[config.mk]
export PLATFORM = sky130hd
export DESIGN_NAME = dmem_arbiter
export DESIGN_NICKNAME = d
export VERILOG_FILES = /design/src/rtl/dmem_arbiter_pkg.sv /design/src/rtl/dmem_arbiter_rr_arb2.sv /design/src/rtl/dmem_arbiter.sv
export SDC_FILE = /design/constraint.sdc
export NUM_CORES = 1
export LEC_CHECK = 0
export ABC_AREA = 1
export CORE_UTILIZATION = 37
export DETAILED_ROUTE_END_ITERATION = 10
export PLACE_DENSITY = 0.89
export SLEW_MARGIN = 0
export SYNTH_ARGS = -nofsm -noshare
export SYNTH_HDL_FRONTEND = slang
export SYNTH_SLANG_ARGS = --single-unit
[constraint.sdc]
create_clock -name i_clk -period 2.2 [get_ports i_clk]
set_input_delay 0.22 -clock i_clk [delete_from_list [all_inputs] [get_ports i_clk]]
set_output_delay 0.22 -clock i_clk [all_outputs]
set_load 0.05 [all_outputs]
[src/rtl/dmem_arbiter_pkg.sv]
// Shared constants for the data-memory arbiter: word width, FSM encoding and requester indices.
package dmem_arbiter_pkg;

  localparam int XLEN = 32;

  typedef enum logic {
    ST_IDLE = 1'b0,
    ST_RESP = 1'b1
  } state_e;

  localparam logic REQ_CORE = 1'b0;
  localparam logic REQ_DBG  = 1'b1;

endpackage

[src/rtl/dmem_arbiter_rr_arb2.sv]
// Combinational 2-way round-robin picker: a lone requester wins, a tie goes to the one not granted last.
module rr_arb2
  import dmem_arbiter_pkg::*;
(
  input  logic [1:0] valid_i,
  input  logic       last_grant_i,
  output logic [1:0] grant_o,
  output logic       idx_o
);

  // NOTE: every output of an always_comb gets a default first so no path leaves it unassigned (no latch).
  always_comb begin
    idx_o   = REQ_CORE;
    grant_o = 2'b00;
    if (valid_i == 2'b11) begin
      idx_o = ~last_grant_i;
    end else if (valid_i[1]) begin
      idx_o = REQ_DBG;
    end
    if (valid_i != 2'b00) begin
      grant_o = (idx_o == REQ_DBG) ? 2'b10 : 2'b01;
    end
  end

endmodule

[src/rtl/dmem_arbiter.sv]
// Two-requester round-robin arbiter/sequencer for the shared data memory (IDLE accept, RESP hold).
// Optional alignment checking is enabled with `define DMEM_ARB_ALIGN_CHECK_EN.
module dmem_arbiter
  import dmem_arbiter_pkg::*;
#(
  parameter int XLEN   = dmem_arbiter_pkg::XLEN,
  parameter int ADDR_W = 32
) (
  input  logic              i_clk,
  input  logic              i_rst,
  input  logic [1:0]        i_req_valid,
  output logic [1:0]        o_req_ready,
  input  logic              i_req_wen0,
  input  logic              i_req_wen1,
  input  logic [ADDR_W-1:0] i_req_addr0,
  input  logic [ADDR_W-1:0] i_req_addr1,
  input  logic [XLEN-1:0]   i_req_wd0,
  input  logic [XLEN-1:0]   i_req_wd1,
  output logic [1:0]        o_rsp_valid,
  input  logic [1:0]        i_rsp_ready,
  output logic [XLEN-1:0]   o_rsp_rd,
  output logic              o_rsp_err,
  output logic [ADDR_W-1:0] o_mem_addr,
  output logic [XLEN-1:0]   o_mem_wd,
  output logic              o_mem_wen,
  input  logic [XLEN-1:0]   i_mem_rd
);

  state_e            state_q;
  logic              last_grant_q;
  logic              owner_q;
  logic [1:0]        rsp_valid_q;
  logic [XLEN-1:0]   rsp_rd_q;
  logic [ADDR_W-1:0] addr_q;
  logic [XLEN-1:0]   wd_q;

  logic [1:0]        grant_oh;
  logic              grant_idx;
  logic              accept;
  logic              unaligned;
  logic              sel_wen;
  logic [ADDR_W-1:0] sel_addr;
  logic [XLEN-1:0]   sel_wd;

  rr_arb2 u_rr_arb2 (
    .valid_i      (i_req_valid),
    .last_grant_i (last_grant_q),
    .grant_o      (grant_oh),
    .idx_o        (grant_idx)
  );

  // Reset gates the accept so ready/wen stay low while i_rst is held, regardless of requests.
  assign accept   = (state_q == ST_IDLE) && (i_req_valid != 2'b00) && !i_rst;
  assign sel_wen  = (grant_idx == REQ_DBG) ? i_req_wen1  : i_req_wen0;
  assign sel_addr = (grant_idx == REQ_DBG) ? i_req_addr1 : i_req_addr0;
  assign sel_wd   = (grant_idx == REQ_DBG) ? i_req_wd1   : i_req_wd0;

`ifdef DMEM_ARB_ALIGN_CHECK_EN
  logic rsp_err_q;
  assign unaligned = (sel_addr[1:0] != 2'b00);
  assign o_rsp_err = rsp_err_q;
`else
  assign unaligned = 1'b0;
  assign o_rsp_err = 1'b0;
`endif

  assign o_req_ready = accept ? grant_oh : 2'b00;
  assign o_mem_wen   = accept && sel_wen && !unaligned;
  assign o_mem_addr  = accept ? sel_addr : addr_q;
  assign o_mem_wd    = accept ? sel_wd   : wd_q;
  assign o_rsp_valid = rsp_valid_q;
  assign o_rsp_rd    = rsp_rd_q;

  // NOTE: sequential state uses non-blocking assignments so every flop samples pre-edge values.
  always_ff @(posedge i_clk or posedge i_rst) begin
    if (i_rst) begin
      state_q      <= ST_IDLE;
      last_grant_q <= REQ_DBG;
      owner_q      <= REQ_CORE;
      rsp_valid_q  <= 2'b00;
      rsp_rd_q     <= '0;
      addr_q       <= '0;
      wd_q         <= '0;
`ifdef DMEM_ARB_ALIGN_CHECK_EN
      rsp_err_q    <= 1'b0;
`endif
    end else begin
      case (state_q)
        ST_IDLE: begin
          if (accept) begin
            state_q      <= ST_RESP;
            owner_q      <= grant_idx;
            last_grant_q <= grant_idx;
            rsp_valid_q  <= grant_oh;
            rsp_rd_q     <= (sel_wen || unaligned) ? '0 : i_mem_rd;
            addr_q       <= sel_addr;
            wd_q         <= sel_wd;
`ifdef DMEM_ARB_ALIGN_CHECK_EN
            rsp_err_q    <= unaligned;
`endif
          end
        end
        ST_RESP: begin
          // Only the owner's rsp_ready can retire the response.
          if (i_rsp_ready[owner_q]) begin
            state_q     <= ST_IDLE;
            rsp_valid_q <= 2'b00;
`ifdef DMEM_ARB_ALIGN_CHECK_EN
            rsp_err_q   <= 1'b0;
`endif
          end
        end
      endcase
    end
  end

endmodule

==> run summary, run 1 <==
Status: finished clean
Final hold violation count: 0
Cts hold-fix bufs: 0
WL/cell: 13.9 microns
Pwr dens: 1360 mW/mm^2
Synth Cell Area: 0.00555 sq mm
Synth-to-Final Area Change: 69.6%
Post-synth cell types: 16
DRC: 0
Sequential area share after synthesis: 45.5%
Largest net degree at the start of global routing: 102
Clock skew: 7.01 ps
XOR/XNOR Fraction of Synth Area: 0%
Worst setup path endpoint: o_mem_wd[1]
Cell count after synthesis: 794
Worst Setup Start Kind: flop
R2R depth: 7
Post-Route WL: 17,200 microns
Int Pwr: 6.96 mW
Max-slew headroom: 62.9%
Sw power: 5.89 mW
Vias per inst: 4.70
Seq cells post-synth: 101
Die area: 0.0155 sq mm
Minimum clock period: 2050 ps
Crit path launch: last_grant_q$_DFFE_PP1P_
Least-Margin Pin Slew: 555 ps
Max Slew Vio Count: 0
Ratio of cells with drive above 1 in the final layout: 10.4%
Starting Density: 38.1%
Synth Area in Adders: 0%
Finished Core Util: 64.6%
Top fanout value on the critical path: 20
Clock sink total: 101
Mapped Avg Cell Area: 7.00 sq um
Largest family of logic cells by synthesized area: simple AND/OR/NAND/NOR gates
Core area: 0.0146 sq mm
DRT antenna net count: 0
Critical path endpoint category: output pin
Final nets: 1,213
Unrepaired setup endpoints after global routing: no
# IOs: 270
HP Class: input port to async pin
P_leak: 5.03 nW
Row count: 44
Mux contribution to synthesized area: 0%
Clk root buf: clkbuf_16
Switching share of total power: 45.9%
Number of buffers created by CTS: 9
Combinational Power Share: 64.8%
Area share of and/or/nand/nor cells after synthesis: 42.3%
Leading cell type in the layout, fill and taps excluded: nand2_1
First-pass iteration count of the detailed router: 5
DR vias: 5,799
Worst-case vdd ir drop: 0.000813 V
R2R Path Start: state_q$_DFF_PP0_
Reg2reg end: o_rsp_rd[21]$_DFFE_PP0P_
Flop pwr share: 22.6%
Diode count: 0
Arrival @ worst endpoint: 1830 ps
Hold slack final: 417 ps
Post-synthesis compound-gate area fraction: 0.0901%
GRT Overall Usage: 23.0%
Crit share post-route: 93.0%
Syn nets: 962
Clock Path Buffers: 2
RePlAce Congestion: 0.798
First-pass GRT wire length: 28,500 microns
DP HPWL: 12,700 microns
H-tree depth: 3
Vias in the first global route: 5,866
Clk_lat worst skew: 340 ps
CTS tree: yes
Final Setup Violations: 0
I/O Buffers: 268
Initial antenna violation count: 0
Clock power frac: 12.6%
Max-cap violations: 0
First DRT Iteration DRCs: 317
Die Wd: 125 microns
Most frequent cells in the layout: nand2_1 (366), clkdlybuf4s50_1 (200), inv_1 (104), dfrtp_1 (100), buf_12 (74)
Die Y: 125 microns
Critical path type: flop to output pin
Max Fclk: 489 MHz
Yosys warns: 0
Clock Pin Slew Worst Setup and Hold Paths: 70 ps
Worst R2R Setup Slack: 530 ps
WP data required: 1980 ps
Setup TNS: 0 ps
Grt ovf: 0
cell families after synthesis:
family / Yosys count
other: 1
buffers and inverters: 153
DFF: 101
AOI/OAI and AO/OA: 1
and+or+nand+nor: 538
power groups by stage:
stage / Sequential [mW] / Combinational [mW] / Clock [mW]
2_1_floorplan: 3.59 / 3.78 / 0
3_3_place_gp: 2.92 / 8.22 / 0
3_5_place_dp: 2.93 / 8.37 / 0
4_1_cts: 2.91 / 8.39 / 1.68
5_1_grt: 2.99 / 8.76 / 1.74
6_report: 2.91 / 8.32 / 1.62
flip-flops by register name, indices dropped and copies added (netlist names):
signal	cells
o_rsp_valid	2
o_rsp_rd	32
addr_q	32
owner_q	1
wd_q	32
last_grant_q	1
state_q	1
area by class of cell:
cell class / count / area (sq um)
fill: 1178 / 5170
timing repair buffer: 286 / 3570
sequential: 101 / 2530
multi-input combinational: 540 / 2380
inverter: 107 / 404
tap: 184 / 230
clock buffer: 10 / 229
clock inverter: 6 / 70.1
worst min path at each step:
stage                                  to  cells past startpoint                   from
2_1_floorplan       addr_q[0]$_DFFE_PP0N_                      1                  i_rst
3_3_place_gp         wd_q[17]$_DFFE_PP0N_                      2   wd_q[17]$_DFFE_PP0N_
3_5_place_dp        addr_q[3]$_DFFE_PP0N_                      2  addr_q[3]$_DFFE_PP0N_
4_1_cts          o_rsp_rd[13]$_DFFE_PP0P_                      3                  i_rst
5_1_grt        o_rsp_valid[1]$_DFFE_PP0P_                      3                  i_rst
6_report       o_rsp_valid[1]$_DFFE_PP0P_                      3                  i_rst
routing by layer:
| metal | share of wire (%) | GRT usage, % | routed length, microns | up-vias |
|---|---|---|---|---|
| met5 | 0 | 0 | 0 | - |
| met3 | 8.1 | 6.66 | 1390 | 29 |
| met2 | 50 | 40.5 | 8660 | 245 |
| met4 | 2.6 | 9.14 | 448 | 0 |
| li1 | - | - | - | 2879 |
| met1 | 39 | 25.9 | 6680 | 2646 |
synthesized netlist by cell type:
master	count	area, sq um
buf_1	1	3.75
buf_2	32	160
buf_4	4	30.0
buf_6	5	56.3
clkbuf_1	4	15.0
conb_1	1	3.75
dfrtp_1	100	2500
dfstp_2	1	26.3
inv_1	104	390
inv_2	3	11.3
nand2_1	368	1380
nand2_2	1	6.26
nand3_1	67	335
nand3b_1	65	488
nor2_1	37	139
o21ai_1	1	5.00
worst max-delay path: stages, from the launching register on:
cell	delay [ps]
dfstp_2	550
nand2_2	100
nand2_4	130
buf_6	200
nand2_1	70
nand3_1	130
nand2_1	120
buf_12	160
what timing repair did:
action | in CTS | in global routing
endpoints found under the hold margin | 0 | 0
gates resized for setup | 1 | 1
setup endpoints to repair | 1 | 18
setup buffers | 0 | 0
per-stage QoR:
step                cell area (sq um)  setup slack [ps]  total power, mW  std cells
finish                           9420               153             12.8       1234
global route                     9420              14.2             13.5       1234
CTS                              9410              56.3             13.0       1234
detailed placement               9110               135             11.3       1218
global placement                 9110               146             11.1       1218
floorplan                        5560              73.5             7.37        794
Note: power is estimated with default switching activity, not from simulation.
==> inputs of run 2 (changes only) <==
Settings changed: CORE_UTILIZATION 37 to 36, SYNTH_HIERARCHICAL set to 1.
==> run 2 against run 1 <==
Global-route usage shrank 0.59 points; final cell count shrank 5.6%; sequential cell count is the same; routed wire length shrank 6.8%.
==> run summary, run 2 <==
Main synth FF type: dfrtp_1
Post-Route WL: 16,000 microns (-6.8%)
Combinational Power Share: 65.0% (+0.2 points)
Final Instance Area: 0.00950 sq mm (+0.85%)
Final hold violation count: 0 (unchanged)
Final Setup Violations: 0 (unchanged)
Seq cells post-synth: 101 (unchanged)
Status: finished clean
Clk root buf: clkbuf_16
Clk_lat worst skew: 350 ps (about the same)
Mapped Avg Cell Area: 7.05 sq um (+0.84%)
Pwr dens: 1280 mW/mm^2 (-6.2%)
DP Area: 0.00920 sq mm (+1.0%)
Initial antenna violation count: 1 (+1)
Core area: 0.0138 sq mm (-5.2%)
Synth Cell Area: 0.00510 sq mm (-8.2%)
Clock Path Buffers: 2 (unchanged)
Sequential area share after synthesis: 49.6% (+4.1 points)
Switching share of total power: 45.7% (-0.20 points)
WP data required: 1980 ps (about the same)
HP Class: input port to flop
Hold slack final: 396 ps (-20.9 ps)
RePlAce Congestion: 0.783 (-1.9%)
Clock power frac: 11.9% (-0.7 points)
DR vias: 5,435 (-6.3%)
DP HPWL: 12,100 microns (-4.1%)
Vias per inst: 4.67 (-0.73%)
Crit share post-route: 95.6% (+2.5 points)
Clock Pin Slew Worst Setup and Hold Paths: 70 ps (about the same)
I/O Buffers: 268 (unchanged)
Int Pwr: 6.60 mW (-5.1%)
Placed Cells: 1,147 (-5.8%)
DRC: 0 (unchanged)
Synth top cells by count: nand2_1 (401), dfrtp_1 (100), inv_1 (73)
Synth-to-Final Area Change: 86.2%
Post-synth cell types: 17 (+1)
Most frequent cells in the layout: nand2_1 (311), clkdlybuf4s50_1 (200), dfrtp_1 (100), buf_12 (73), inv_1 (72)
Least-Margin Pin Slew: 551 ps (-3.90 ps)
Yosys warns: 6 (+6)
Leading area contributor after synthesis: dfrtp_1
Sw power: 5.55 mW (-5.9%)
Largest net degree at the start of global routing: 102 (unchanged)
Number of buffers created by CTS: 9 (unchanged)
Dpl ws: -25.8 ps (-161 ps)
P_leak: 4.82 nW (-4.1%)
# IOs: 270 (unchanged)
DRT antenna net count: 0 (unchanged)
Cts hold-fix bufs: 0 (unchanged)
Worst Setup Start Kind: flop
CTS tree: yes
Die Wd: 121 microns (-2.8%)
Cell count after synthesis: 723 (-8.9%)
Design Power: 12.1 mW (-5.4%)
Grt ovf: 0 (unchanged)
Critical path endpoint category: output pin
Syn nets: 891 (-7.4%)
Flop pwr share: 23.1% (+0.5 points)
Synth area leaders: dfrtp_1 (49%), nand2_1 (30%), o21ai_0 (5.5%), inv_1 (5.4%), nand3_1 (3.4%)
Vias in the first global route: 5,123 (-13%)
H-tree depth: 3 (unchanged)
Fillers: 1,043 (-11%)
Clock sink total: 101 (unchanged)
Final worst slack: 97.1 ps (-56.0 ps)
Critical path type: flop to output pin
First-pass iteration count of the detailed router: 4 (-1)
FFs w/ async S/R, synth: 100% (unchanged)
First DRT Iteration DRCs: 284 (-10%)
Post-Layout Cell Count: 1,165 (-5.6%)
Leading cell type in the layout, fill and taps excluded: nand2_1
Max Fclk: 476 MHz (-2.7%)
Die area: 0.0146 sq mm (-5.5%)
Top fanout value on the critical path: 45 (+130%)
Ratio of cells with drive above 1 in the final layout: 19.5% (+9.1 points)
First-pass GRT wire length: 25,400 microns (-11%)
Area of the multi-input gates: 0.00263 sq mm (+11%)
Starting Density: 36.9% (-1.2 points)
Row count: 43 (-2.3%)
Max Slew Vio Count: 0 (unchanged)
Die Y: 121 microns (-2.8%)
Final nets: 1,147 (-5.4%)
Worst R2R Setup Slack: 470 ps (-60 ps)
Max-slew headroom: 63.1% (+0.26 points)
Clock skew: 7.67 ps (+0.655 ps)
Worst-case vdd ir drop: 0.000749 V (-7.9%)
Yosys top cell area share: 49.1% (+4.0 points)
Minimum clock period: 2100 ps (+56.0 ps)
Arrival @ worst endpoint: 1880 ps (+50 ps)
Register area: 0.00253 sq mm (unchanged)
WL/cell: 13.7 microns (-1.3%)
Max-cap violations: 0 (unchanged)
GRT Overall Usage: 22.4% (-0.59 points)
EDFF count, synth: 0 (unchanged)
Unrepaired setup endpoints after global routing: yes
Most frequent cell after synthesis: nand2_1
-- run 2: cell count changes after synthesis, sizes merged, moves of 9 or more --
cell and change:
o21ai +66, nand3b -65, inv -34, nor2 -33
nand2 +32, nand3 -32, buf -9
-- run 2: metrics by stage --
step | setup TNS, ps | util [%]
after CTS | 0 | 68.5
after global placement | 0 | 66.6
final | 0 | 68.7
after global routing | -39.7 | 68.7
after detailed placement | -190 | 66.6
after floorplan | -65740 | -
-- run 2: logic make-up after synthesis --
kind of cell	synth area share, %
AO/OA/AOI/OAI	6.99
buffers and inverters	9.96
flip-flops	49.6
other	0.0735
AND/OR/NAND/NOR	33.4
-- run 2: repair_timing --
| item | in CTS | in global routing |
|---|---|---|
| resized for setup | 0 | 11 |
| setup endpoints to repair | 0 | 50 |
| buffers inserted | 0 | 1 |
-- run 2: final timing paths --
kind,from,to,cells after the start
min,i_req_valid[0],o_rsp_valid[0]$_DFFE_PP0P_,5
max reg2reg,last_grant_q$_DFFE_PP1P_,o_rsp_rd[21]$_DFFE_PP0P_,8
min in group asynchronous,i_rst,owner_q$_DFFE_PP0P_,3
max in group asynchronous,i_rst,o_rsp_rd[19]$_DFFE_PP0P_,3
min reg2reg,o_rsp_rd[5]$_DFFE_PP0P_,o_rsp_rd[5]$_DFFE_PP0P_,2
max,last_grant_q$_DFFE_PP1P_,o_mem_addr[19],6
-- run 2: layout make-up --
type	instances	area share, %
multi-input cells	510	27.7
well taps	180	2.37
clock buffers	12	2.49
clock inverters	4	0.277
inverters	73	2.92
repair buffers	284	37.6
diodes	1	0.0263
flip-flops and latches	101	26.6
-- run 2: routing by layer --
metal	global-route usage, %	up-vias	wire, microns
li1	-	2689	-
met1	25.6	2511	6200
met2	38.9	199	8200
met3	6.30	36	1080
met4	9.80	0	527
met5	0	-	0
-- run 2: worst max-delay path, stage by stage, from the launching register on --
cell     delay, ps
dfstp_2        580
a21oi_4         90
buf_12         200
o21ai_0        290
nand2_2        120
nand2_4         90
buf_12         130
-- run 2: power groups by stage --
stage	registers [mW]	logic, mW	clock network, mW
finish	2.80	7.90	1.45
global route	2.87	8.29	1.55
CTS	2.80	7.94	1.50
floorplan	3.43	3.84	0
global placement	2.80	7.79	0
detailed placement	2.83	7.92	0
